**config.mk**
```make
export PLATFORM = sky130hd
export DESIGN_NAME = shift_two
export DESIGN_NICKNAME = d
export VERILOG_FILES = /design/src/rtl/ppm_tx_pkg.sv /design/src/rtl/shift_two.sv
export SDC_FILE = /design/constraint.sdc
export NUM_CORES = 1
export LEC_CHECK = 0
export CORE_MARGIN = 4
export CORE_UTILIZATION = 38
export CTS_BUF_LIST = sky130_fd_sc_hd__clkbuf_4 sky130_fd_sc_hd__clkbuf_8
export CTS_CLUSTER_SIZE = 10
export DETAILED_ROUTE_END_ITERATION = 10
export MAX_ROUTING_LAYER = met4
export PLACE_DENSITY = 0.72
export SLEW_MARGIN = 30
export SYNTH_ARGS = -nofsm -noshare
export SYNTH_HDL_FRONTEND = slang
export SYNTH_SLANG_ARGS = --single-unit
```
**constraint.sdc**
```tcl
create_clock -name clk -period 1 [get_ports clk]
set_input_delay 0.3 -clock clk [delete_from_list [all_inputs] [get_ports clk]]
set_output_delay 0.3 -clock clk [all_outputs]
set_load 0.02 [all_outputs]
```
**src/rtl/ppm_tx_pkg.sv**
```systemverilog
// Shared constants and types for the PPM transmitter path.
// Holds the byte/symbol widths and the serializer state encoding.
package ppm_tx_pkg;

  localparam int PPM_DATA_W = 8;
  localparam int PPM_SYM_W  = 2;

  typedef enum logic {
    IDLE,
    SEND
  } ppm_state_e;

endpackage

```
**src/rtl/shift_two.sv**
```systemverilog
// Byte-to-dibit serializer feeding the PPM slot encoder.
// Define SHIFT_TWO_LSB_FIRST_EN to emit the LSB dibit first.
module shift_two
  import ppm_tx_pkg::*;
#(
  parameter int DATA_W = PPM_DATA_W,
  parameter int SYM_W  = PPM_SYM_W
) (
  input  logic              clk,
  input  logic              rst_n,
  input  logic [DATA_W-1:0] data_in,
  input  logic              strobe,
  output logic [SYM_W-1:0]  data_out,
  output logic              data_send_done
);

  localparam int NSYM = DATA_W / SYM_W;
  localparam int CW   = (NSYM > 1) ? $clog2(NSYM) : 1;

  localparam logic [CW-1:0] LAST  = CW'(NSYM - 1);
  localparam logic [CW-1:0] ONE   = CW'(1);
  localparam logic          DONE1 = (NSYM == 1);

  ppm_state_e        state_q;
  logic [DATA_W-1:0] sreg_q;
  logic [CW-1:0]     cnt_q;
  logic [SYM_W-1:0]  sym_q;
  logic              done_q;

  function automatic logic [SYM_W-1:0] head(
    input logic [DATA_W-1:0] x
  );
`ifdef SHIFT_TWO_LSB_FIRST_EN
    head = x[SYM_W-1:0];
`else
    head = x[DATA_W-1 -: SYM_W];
`endif
  endfunction

  function automatic logic [DATA_W-1:0] rest(
    input logic [DATA_W-1:0] x
  );
`ifdef SHIFT_TWO_LSB_FIRST_EN
    rest = x >> SYM_W;
`else
    rest = x << SYM_W;
`endif
  endfunction

  // done_q high means the final dibit is on the output now,
  // so this edge may accept the next byte without a gap.
  always_ff @(posedge clk or negedge rst_n) begin
    if (!rst_n) begin
      state_q <= IDLE;
      sreg_q  <= '0;
      cnt_q   <= '0;
      sym_q   <= '0;
      done_q  <= 1'b0;
    end else begin
      unique case (state_q)
        IDLE: begin
          done_q <= 1'b0;
          if (strobe) begin
            sreg_q  <= rest(data_in);
            sym_q   <= head(data_in);
            cnt_q   <= ONE;
            done_q  <= DONE1;
            state_q <= SEND;
          end
        end
        SEND: begin
          if (done_q) begin
            done_q <= 1'b0;
            if (strobe) begin
              sreg_q <= rest(data_in);
              sym_q  <= head(data_in);
              cnt_q  <= ONE;
              done_q <= DONE1;
            end else begin
              cnt_q   <= '0;
              state_q <= IDLE;
            end
          end else begin
            sreg_q <= rest(sreg_q);
            sym_q  <= head(sreg_q);
            done_q <= (cnt_q == LAST);
            cnt_q  <= (cnt_q == LAST) ? '0 : cnt_q + ONE;
          end
        end
        default: state_q <= IDLE;
      endcase
    end
  end

  assign data_out       = sym_q;
  assign data_send_done = done_q;

endmodule

```
Word-level counts from Yosys, hierarchy flattened. Index checks and enable logic that the tools add are counted.

Add/sub/neg operators: 1. Eq/ne operators: 2. Muxes and demuxes: 16. Bitwise logic cells: 1.

Operator list (count): 8-bit two-way mux (2); 8-bit case mux with 2 select lines (1); 2-bit two-way mux (5); 2-bit case mux with 2 select lines (2); 1-bit two-way mux (4); 1-bit case mux with 2 select lines (2); 2-bit by 1-bit adder with 2-bit output, second input constant (1); 2-bit == test, second input constant (1); 2-bit != test, second input constant (1); 1-bit NOT (1).

Register bits: 14. Bits of input ports: 11. Output and inout port bits: 3.

Logic depth before layout (Yosys ltp). Gate-level depths: netlist (run 1).

Depth after elaboration: 4. Gate-level depth with buffers: 3. Depth with buffers taken out: 2.

Worst setup path after synthesis (run 1). No wires, ideal clock.

Path kind: flip-flop to flip-flop. Start: register done_q (netlist: data_send_done). End: register sym_q[1] (netlist: data_out[1]). Arrival time: 1.145 ns. Required time: 0.875 ns. Path slack: -0.270 ns. Cell stages (with the launch flop): 4. Buffers on the path: 1. Clock period less this slack: 1.270 ns. Cells stage by stage: dfrtp_1 > nand2b_1 > buf_2 > mux2_2.

Longest elaborated chain between the ends: 2.

RTL lines: start, declared (RTL line shift_two.sv:28) `logic done_q;`; start signal, assigned (RTL line shift_two.sv:86) `done_q <= (cnt_q == LAST);`; 2-bit two-way mux (RTL line shift_two.sv:72) `if (done_q) begin`; 2-bit case mux with 2 select lines (RTL line shift_two.sv:60) `unique case (state_q)`; end signal, assigned (RTL line shift_two.sv:65) `sym_q <= head(data_in);`; end signal, assigned (RTL line shift_two.sv:76) `sym_q <= head(data_in);`; end signal, assigned (RTL line shift_two.sv:85) `sym_q <= head(sreg_q);`; end, declared (RTL line shift_two.sv:27) `logic [SYM_W-1:0] sym_q;`.

No other way between the ends. A chain may end at the register's enable or synchronous reset.

Worst setup path in the final report (run 1).
Start: register done_q (netlist: data_send_done). End: register sreg_q[5].

Longest elaborated chain between the ends: 2.

RTL lines: 8-bit two-way mux (RTL line shift_two.sv:72); 8-bit case mux with 2 select lines (RTL line shift_two.sv:60); end signal, assigned (RTL line shift_two.sv:64) `sreg_q <= rest(data_in);`; end signal, assigned (RTL line shift_two.sv:75) `sreg_q <= rest(data_in);`; end signal, assigned (RTL line shift_two.sv:84) `sreg_q <= rest(sreg_q);`; end, declared (RTL line shift_two.sv:25) `logic [DATA_W-1:0] sreg_q;`.

No other way between the ends.

==> impl_metrics.toml, run 1 <==
[grt]
grt_use_total = 0.108
gr-total-overflow = 0
antenna_found_initial = 0
grt_max_degree = 15
grt_pass1_vias = 488
grt_pass1_wl_mm = 2.04

[sta]
tightest_slew_ns = 0.201
fin_skew_ns = 0.00643
finalHoldViolations = 0
period_share = 1.15
fmax_mhz = 872
maxSlewViolCount = 0
fin_crit_ns = 1.15
final-setup-viol-count = 11
slew_headroom = 0.865
setup_slack_ns = -0.147
rsz0062_at_grt = "yes"
whs_ns = 0.347

[placement]
place_congestion = 0.711
placedCellCount = 88
portBuffers = 13
place_ws_ns = -0.649
dp_hpwl_um = 796

[floorplan]
rows = 14
ios = 14
core_sq_mm = 0.00159
die-area_sq_mm = 0.00251
dieWidth_um = 50.1
die_height_um = 50.1
initial_core_util = 0.422

[routing]
initialDrtViolationCount = 1
postRouteAntennaNets = 0
post-route-drc-count = 0
vias = 433
vias_per_cell = 4.61
dr.pass1.iters = 2
routed_wirelength_mm = 1.13
routedWlPerCell_um = 12.0

[setup_path]
required_ns = 1.16
endpoint_kind = "register"
worst-setup-path-type = "reg2reg"
path_cells = "buf_6 -> nand2b_4 -> mux2_4"
worst_setup_path_start_kind = "register"
critPathMaxFanout = 5
critPathBufInv = 1
worst_ep_arrival_time_ns = 1.31
cpPeakStageDelay_ns = 0.43
cp_top_family = "flip-flops"
slowest_stage = "dfrtp_2"

[power_and_ir_drop]
design_power_total_mw = 2.44
p_per_area_mw_per_mm2 = 2510
ir_drop_mv = 1.51
power_leakage_nw = 0.461

[flow_run]
cap_viol_max_count = 0

[finish]
final_common_cell = "dfrtp_1"
instances_no_fill = 94
nets = 83
drive_above_1_share = 0.514
antenna_cells = 0
most-common-layout-cells = "12 x dfrtp_1, 9 x clkdlybuf4s50_1, 8 x mux2_4, 8 x mux2_2, 8 x buf_6"
area_growth_pct = 43.9

[clock_tree]
cts_buffer_depth = 2
cts_made_buffers = 3
cts.sinks = 14
h-tree-depth = 1
clock-root-buffer = "clkbuf_4"
cts_tree = "yes"
clkTransAtPathRegs_ns = 0.08
insertion_delay_ns = 0.27

[logic_synthesis]
ys_ff_latch = 14
syn_nets = 58
synth.yosys.seq_area_share = 0.520
ys_warn_count = 0
syn_area_sq_um = 673
ys_types = 15
synthCells = 46
syn_avg_cell_area_sq_um = 14.6

[outcome]
outcome = "complete, but fails checks"
violations = "setup timing"

[hold_path]
hold_path.class = "in2async"
==> kinds of logic after synthesis <==
| family | after synthesis | share of synthesized area |
|---|---|---|
| multiplexers | 16 | 0.312 |
| flip-flops | 14 | 0.520 |
| AND/OR/NAND/NOR | 9 | 0.0836 |
| AO/OA/AOI/OAI | 3 | 0.0353 |
| buffers and inverters | 3 | 0.0297 |
| adder cells (fa/ha/maj) | 1 | 0.0186 |
==> per-stage QoR <==
step           setup TNS, ns  utilization  cell area [sq um]
4_1_cts                -1.43        0.602                960
3_3_place_gp           -7.26        0.559                891
5_1_grt                -1.83        0.608                968
2_1_floorplan          -1.13            -                688
6_report               -1.33        0.608                968
3_5_place_dp           -7.38        0.559                891
==> state kept, by name, summed over array words and instances (netlist names) <==
| signal | cells |
|---|---|
| state_q | 1 |
| data_send_done | 1 |
| cnt_q | 2 |
| sreg_q | 8 |
| data_out | 2 |
==> final timing paths <==
| kind | slack [ns] | start | end | cells past startpoint |
|---|---|---|---|---|
| hold reg to reg | 0.50 | sreg_q[0] | sreg_q[2] | 1 |
| max in group asynchronous | 0.53 | rst_n | data_send_done | 2 |
| setup reg to reg | -0.15 | data_send_done | sreg_q[5] | 3 |
| hold / removal | 0.35 | rst_n | sreg_q[4] | 2 |
| min in group clk | 0.50 | sreg_q[0] | sreg_q[2] | 1 |
| setup / recovery | -0.15 | data_send_done | sreg_q[5] | 3 |
==> Yosys cell counts <==
master	instances	share of area
dfrtp_1	14	0.52
a22o_1	1	0.013
and2_1	1	0.0093
o31ai_1	1	0.011
inv_1	1	0.0056
nor2b_1	3	0.028
ha_1	1	0.019
buf_2	1	0.0074
o21bai_1	1	0.011
nand2b_1	2	0.019
mux2_4	8	0.18
buf_6	1	0.017
nor2_1	1	0.0056
nor3b_1	2	0.022
mux2_2	8	0.13
==> layout make-up <==
class | count | area [sq um]
Fill cell | 138 | 626
Sequential cell | 14 | 353
Multi-Input combinational cell | 30 | 327
Timing Repair Buffer | 21 | 225
Clock buffer | 4 | 30.0
Tap cell | 24 | 30.0
Inverter | 1 | 3.75
==> report_power, final <==
part           switching (mW)  internal, mW  total [mW]
clock                   0.173         0.182       0.354
combinational           0.424         0.771        1.19
sequential              0.131         0.755       0.886
total                   0.728          1.71        2.44
==> per-layer routing <==
layer  wire length, um  track usage  share of wire
met5                 0            -              0
met4                 0       0.0415              0
met3                75       0.0422          0.066
met2               536        0.165           0.47
met1               519        0.127           0.46
==> timing repair <==
item	in CTS	in global routing
setup buffers	1	0
endpoints found under the setup margin	16	15
pin swaps	1	0
gates cloned	1	0
resized for setup	25	3
hold buffers	0	0
(Power assumes the default switching activity.)
==> inputs of run 2 (changes only) <==
SKIP_CTS_REPAIR_TIMING = 1   (was default)
==> impl_metrics.toml, run 2 (synthesis results as in run 1) <==
[outcome]
outcome = "complete, but fails checks"
violations = "setup timing"

[sta]
rsz0062_at_grt = "yes"
tightest_slew_ns = 0.246
setup_slack_ns = -0.142
slew_headroom = 0.835
whs_ns = 0.350
maxSlewViolCount = 0
period_share = 1.14
finalHoldViolations = 0
final-setup-viol-count = 13
fin_crit_ns = 1.14
fmax_mhz = 875
fin_skew_ns = 0.00692

[finish]
largest_reg_flops = 8
fillers = 143
seq_area_sq_um = 353
nets = 83
regMostFlops = "sreg_q"
most-common-layout-cells = "12 x dfrtp_1, 9 x clkdlybuf4s50_1, 8 x mux2_4, 8 x mux2_2, 5 x buf_6"
final_common_cell = "dfrtp_1"
finish.utilization = 0.599
area_growth_pct = 41.8
fin_area_sq_um = 955
multi_input_area_sq_um = 324
drive_above_1_share = 0.500
antenna_cells = 0

[setup_path]
reg2reg_to = "sreg_q[6]"
worst_ep_arrival_time_ns = 1.31
cp-endpoint = "sreg_q[6]"
cpPeakStageDelay_ns = 0.43
r2r_cells = 3
endpoint_kind = "register"
critPathBufInv = 1
cp_top_family = "flip-flops"
critPathMaxFanout = 5
timing.rr.start = "data_send_done"
r2r_setup_slack_ns = -0.14
required_ns = 1.16
slowest_stage = "dfrtp_2"
worst-setup-path-type = "reg2reg"
startpoint = "data_send_done"
path_cells = "buf_6 -> nand2b_4 -> mux2_4"
cp.depth = 3
worst_setup_path_start_kind = "register"

[routing]
routed_wirelength_mm = 1.12
routedWlPerCell_um = 11.9
post-route-drc-count = 0
postRouteAntennaNets = 0
initialDrtViolationCount = 3
vias_per_cell = 4.50
vias = 423
dr.pass1.iters = 3

[clock_tree]
insertion_delay_ns = 0.27
h-tree-depth = 1
cts_buffer_depth = 2
clkTransAtPathRegs_ns = 0.08
cts.sinks = 14
cts_tree = "yes"
clock-root-buffer = "clkbuf_4"
cts_made_buffers = 3

[power_and_ir_drop]
intPower_mw = 1.66
netSwitchingFraction = 0.298
design_power_total_mw = 2.37
ir_drop_mv = 1.49
p_per_area_mw_per_mm2 = 2480
power_leakage_nw = 0.464
p_clk_frac = 0.148
pwr-share-seq = 0.372
p_switching_uw = 705
comb_power_share = 0.480

[grt]
grt_pass1_vias = 451
grt_use_total = 0.102
grt_max_degree = 15
grt_pass1_wl_mm = 1.90
gr-total-overflow = 0
antenna_found_initial = 0

[hold_path]
hold_path.class = "in2async"

[floorplan]
dieWidth_um = 50.1
core_sq_mm = 0.00159
rows = 14
ios = 14
die-area_sq_mm = 0.00251
die_height_um = 50.1
initial_core_util = 0.422

[flow_run]
cap_viol_max_count = 0

[placement]
place_congestion = 0.711
place_area_sq_um = 891
dp_hpwl_um = 796
place_ws_ns = -0.649
portBuffers = 13
run 2: worst min-delay path by stage:
stage	slack, ns	cells after the start	end
floorplan	0.004	0	cnt_q[0]
global placement	0.48	1	sreg_q[2]
detailed placement	0.49	1	sreg_q[5]
CTS	0.34	2	sreg_q[4]
global route	0.36	2	sreg_q[6]
finish	0.35	2	sreg_q[4]
run 2: per-layer routing:
layer | GRT usage | vias to the layer above | wire [um]
li1 | - | 213 | -
met1 | 0.127 | 201 | 524
met2 | 0.146 | 9 | 517
met3 | 0.0392 | 0 | 73
met4 | 0.0415 | 0 | 0
met5 | - | - | 0
run 2: area by class of cell:
class	count	share of cell area
multi-input cells	30	0.339
flip-flops and latches	14	0.370
inverters	1	0.00393
well taps	24	0.0315
repair buffers	21	0.224
clock buffers	4	0.0315
run 2: stage by stage:
stage / setup TNS (ns) / std cells
2_1_floorplan: -1.13 / 46
3_5_place_dp: -7.38 / 88
6_report: -1.30 / 94
5_1_grt: -2.17 / 94
3_3_place_gp: -7.26 / 88
4_1_cts: -4.54 / 92
run 2: power groups by stage:
| stage | clock network (mW) | logic [mW] | registers, mW |
|---|---|---|---|
| floorplan | 0 | 0.711 | 0.922 |
| global placement | 0 | 1.03 | 0.861 |
| detailed placement | 0 | 1.05 | 0.865 |
| CTS | 0.375 | 1.05 | 0.856 |
| global route | 0.395 | 1.25 | 0.908 |
| finish | 0.351 | 1.14 | 0.881 |
==> inputs of run 3 (changes only) <==
PLACE_DENSITY = 0.63   (was 0.72)
==> impl_metrics.toml, run 3 (synthesis results as in run 1) <==
[setup_path]
reg2reg_to = "sreg_q[6]"
r2r_cells = 3
cpPeakStageDelay_ns = 0.42
worst-setup-path-type = "reg2reg"
path_cells = "buf_6 -> nand2b_4 -> mux2_4"
required_ns = 1.17
worst_ep_arrival_time_ns = 1.30
critPathMaxFanout = 5
critPathBufInv = 1
worst_setup_path_start_kind = "register"
r2r_setup_slack_ns = -0.14
timing.rr.start = "data_send_done"
cp_top_family = "flip-flops"
endpoint_kind = "register"
slowest_stage = "dfrtp_2"

[power_and_ir_drop]
p_per_area_mw_per_mm2 = 2550
power_leakage_nw = 0.468
ir_drop_mv = 1.56

[floorplan]
die-area_sq_mm = 0.00251
dieWidth_um = 50.1
ios = 14
rows = 14
die_height_um = 50.1
core_sq_mm = 0.00159
initial_core_util = 0.422

[routing]
routed_wirelength_mm = 1.18
post-route-drc-count = 0
initialDrtViolationCount = 1
vias = 426
vias_per_cell = 4.53
dr.pass1.iters = 4
postRouteAntennaNets = 0
routedWlPerCell_um = 12.5

[finish]
area_growth_pct = 42.2
regMostFlops = "sreg_q"
fin_area_sq_um = 957
final_common_cell = "dfrtp_1"
most-common-layout-cells = "12 x dfrtp_1, 9 x clkdlybuf4s50_1, 8 x mux2_4, 8 x mux2_2"
largest_reg_flops = 8
seq_area_sq_um = 353
multi_input_area_sq_um = 327
nets = 83
antenna_cells = 0
drive_above_1_share = 0.514
fillers = 126

[placement]
place_congestion = 0.689
dp_hpwl_um = 795
portBuffers = 13
place_area_sq_um = 891

[outcome]
violations = "setup timing"
outcome = "complete, but fails checks"

[grt]
grt_pass1_wl_mm = 1.96
grt_use_total = 0.105
grt_max_degree = 15
gr-total-overflow = 0
grt_pass1_vias = 451
antenna_found_initial = 0

[clock_tree]
clock-root-buffer = "clkbuf_4"
cts_made_buffers = 3
cts_tree = "yes"
insertion_delay_ns = 0.27
clkTransAtPathRegs_ns = 0.09
cts.sinks = 14
cts_buffer_depth = 2
h-tree-depth = 1

[sta]
finalHoldViolations = 0
final-setup-viol-count = 11
fin_crit_ns = 1.14
setup_tns_ns = -1.19
whs_ns = 0.350
tightest_slew_ns = 0.201
setup_slack_ns = -0.136
fmax_mhz = 880
rsz0062_at_grt = "yes"
period_share = 1.14
fin_skew_ns = 0.00129
slew_headroom = 0.865
maxSlewViolCount = 0

[flow_run]
cap_viol_max_count = 0

[hold_path]
hold_path.class = "in2async"
run 3: worst max path at each step:
stage               slack [ns]        endpoint      startpoint  cells past startpoint
floorplan                -0.14     data_out[1]  data_send_done                      3
global placement         -0.65       sreg_q[3]          strobe                      4
finish                   -0.14       sreg_q[6]  data_send_done                      3
CTS                      -0.54  data_send_done  data_send_done                      1
global route             -0.18       sreg_q[4]  data_send_done                      3
detailed placement       -0.65       sreg_q[3]          strobe                      4
run 3: through the flow:
stage	cells	util	total power, mW	setup WS, ns
final	94	0.600	2.44	-0.136
after global routing	94	0.600	2.61	-0.177
after CTS	92	0.582	2.37	-0.544
after detailed placement	88	0.559	1.94	-0.652
after global placement	88	0.559	1.93	-0.646
after floorplan	46	-	1.63	-0.144
run 3: final cells by class:
| class | instances | share of cell area |
|---|---|---|
| Multi-Input combinational cell | 30 | 0.341 |
| Clock buffer | 4 | 0.0379 |
| Timing Repair Buffer | 21 | 0.217 |
| Tap cell | 24 | 0.0314 |
| Sequential cell | 14 | 0.369 |
| Inverter | 1 | 0.00392 |
run 3: routing by layer:
| metal | up-vias | track usage | wire length, um |
|---|---|---|---|
| li1 | 211 | - | - |
| met1 | 201 | 0.133 | 559 |
| met2 | 14 | 0.159 | 530 |
| met3 | 0 | 0.0271 | 89 |
| met4 | 0 | 0.0415 | 0 |
| met5 | - | - | 0 |
run 3: power by group:
part	switching [mW]	internal, mW
combinational	0.435	0.734
sequential	0.110	0.754
clock	0.186	0.221
total	0.732	1.71
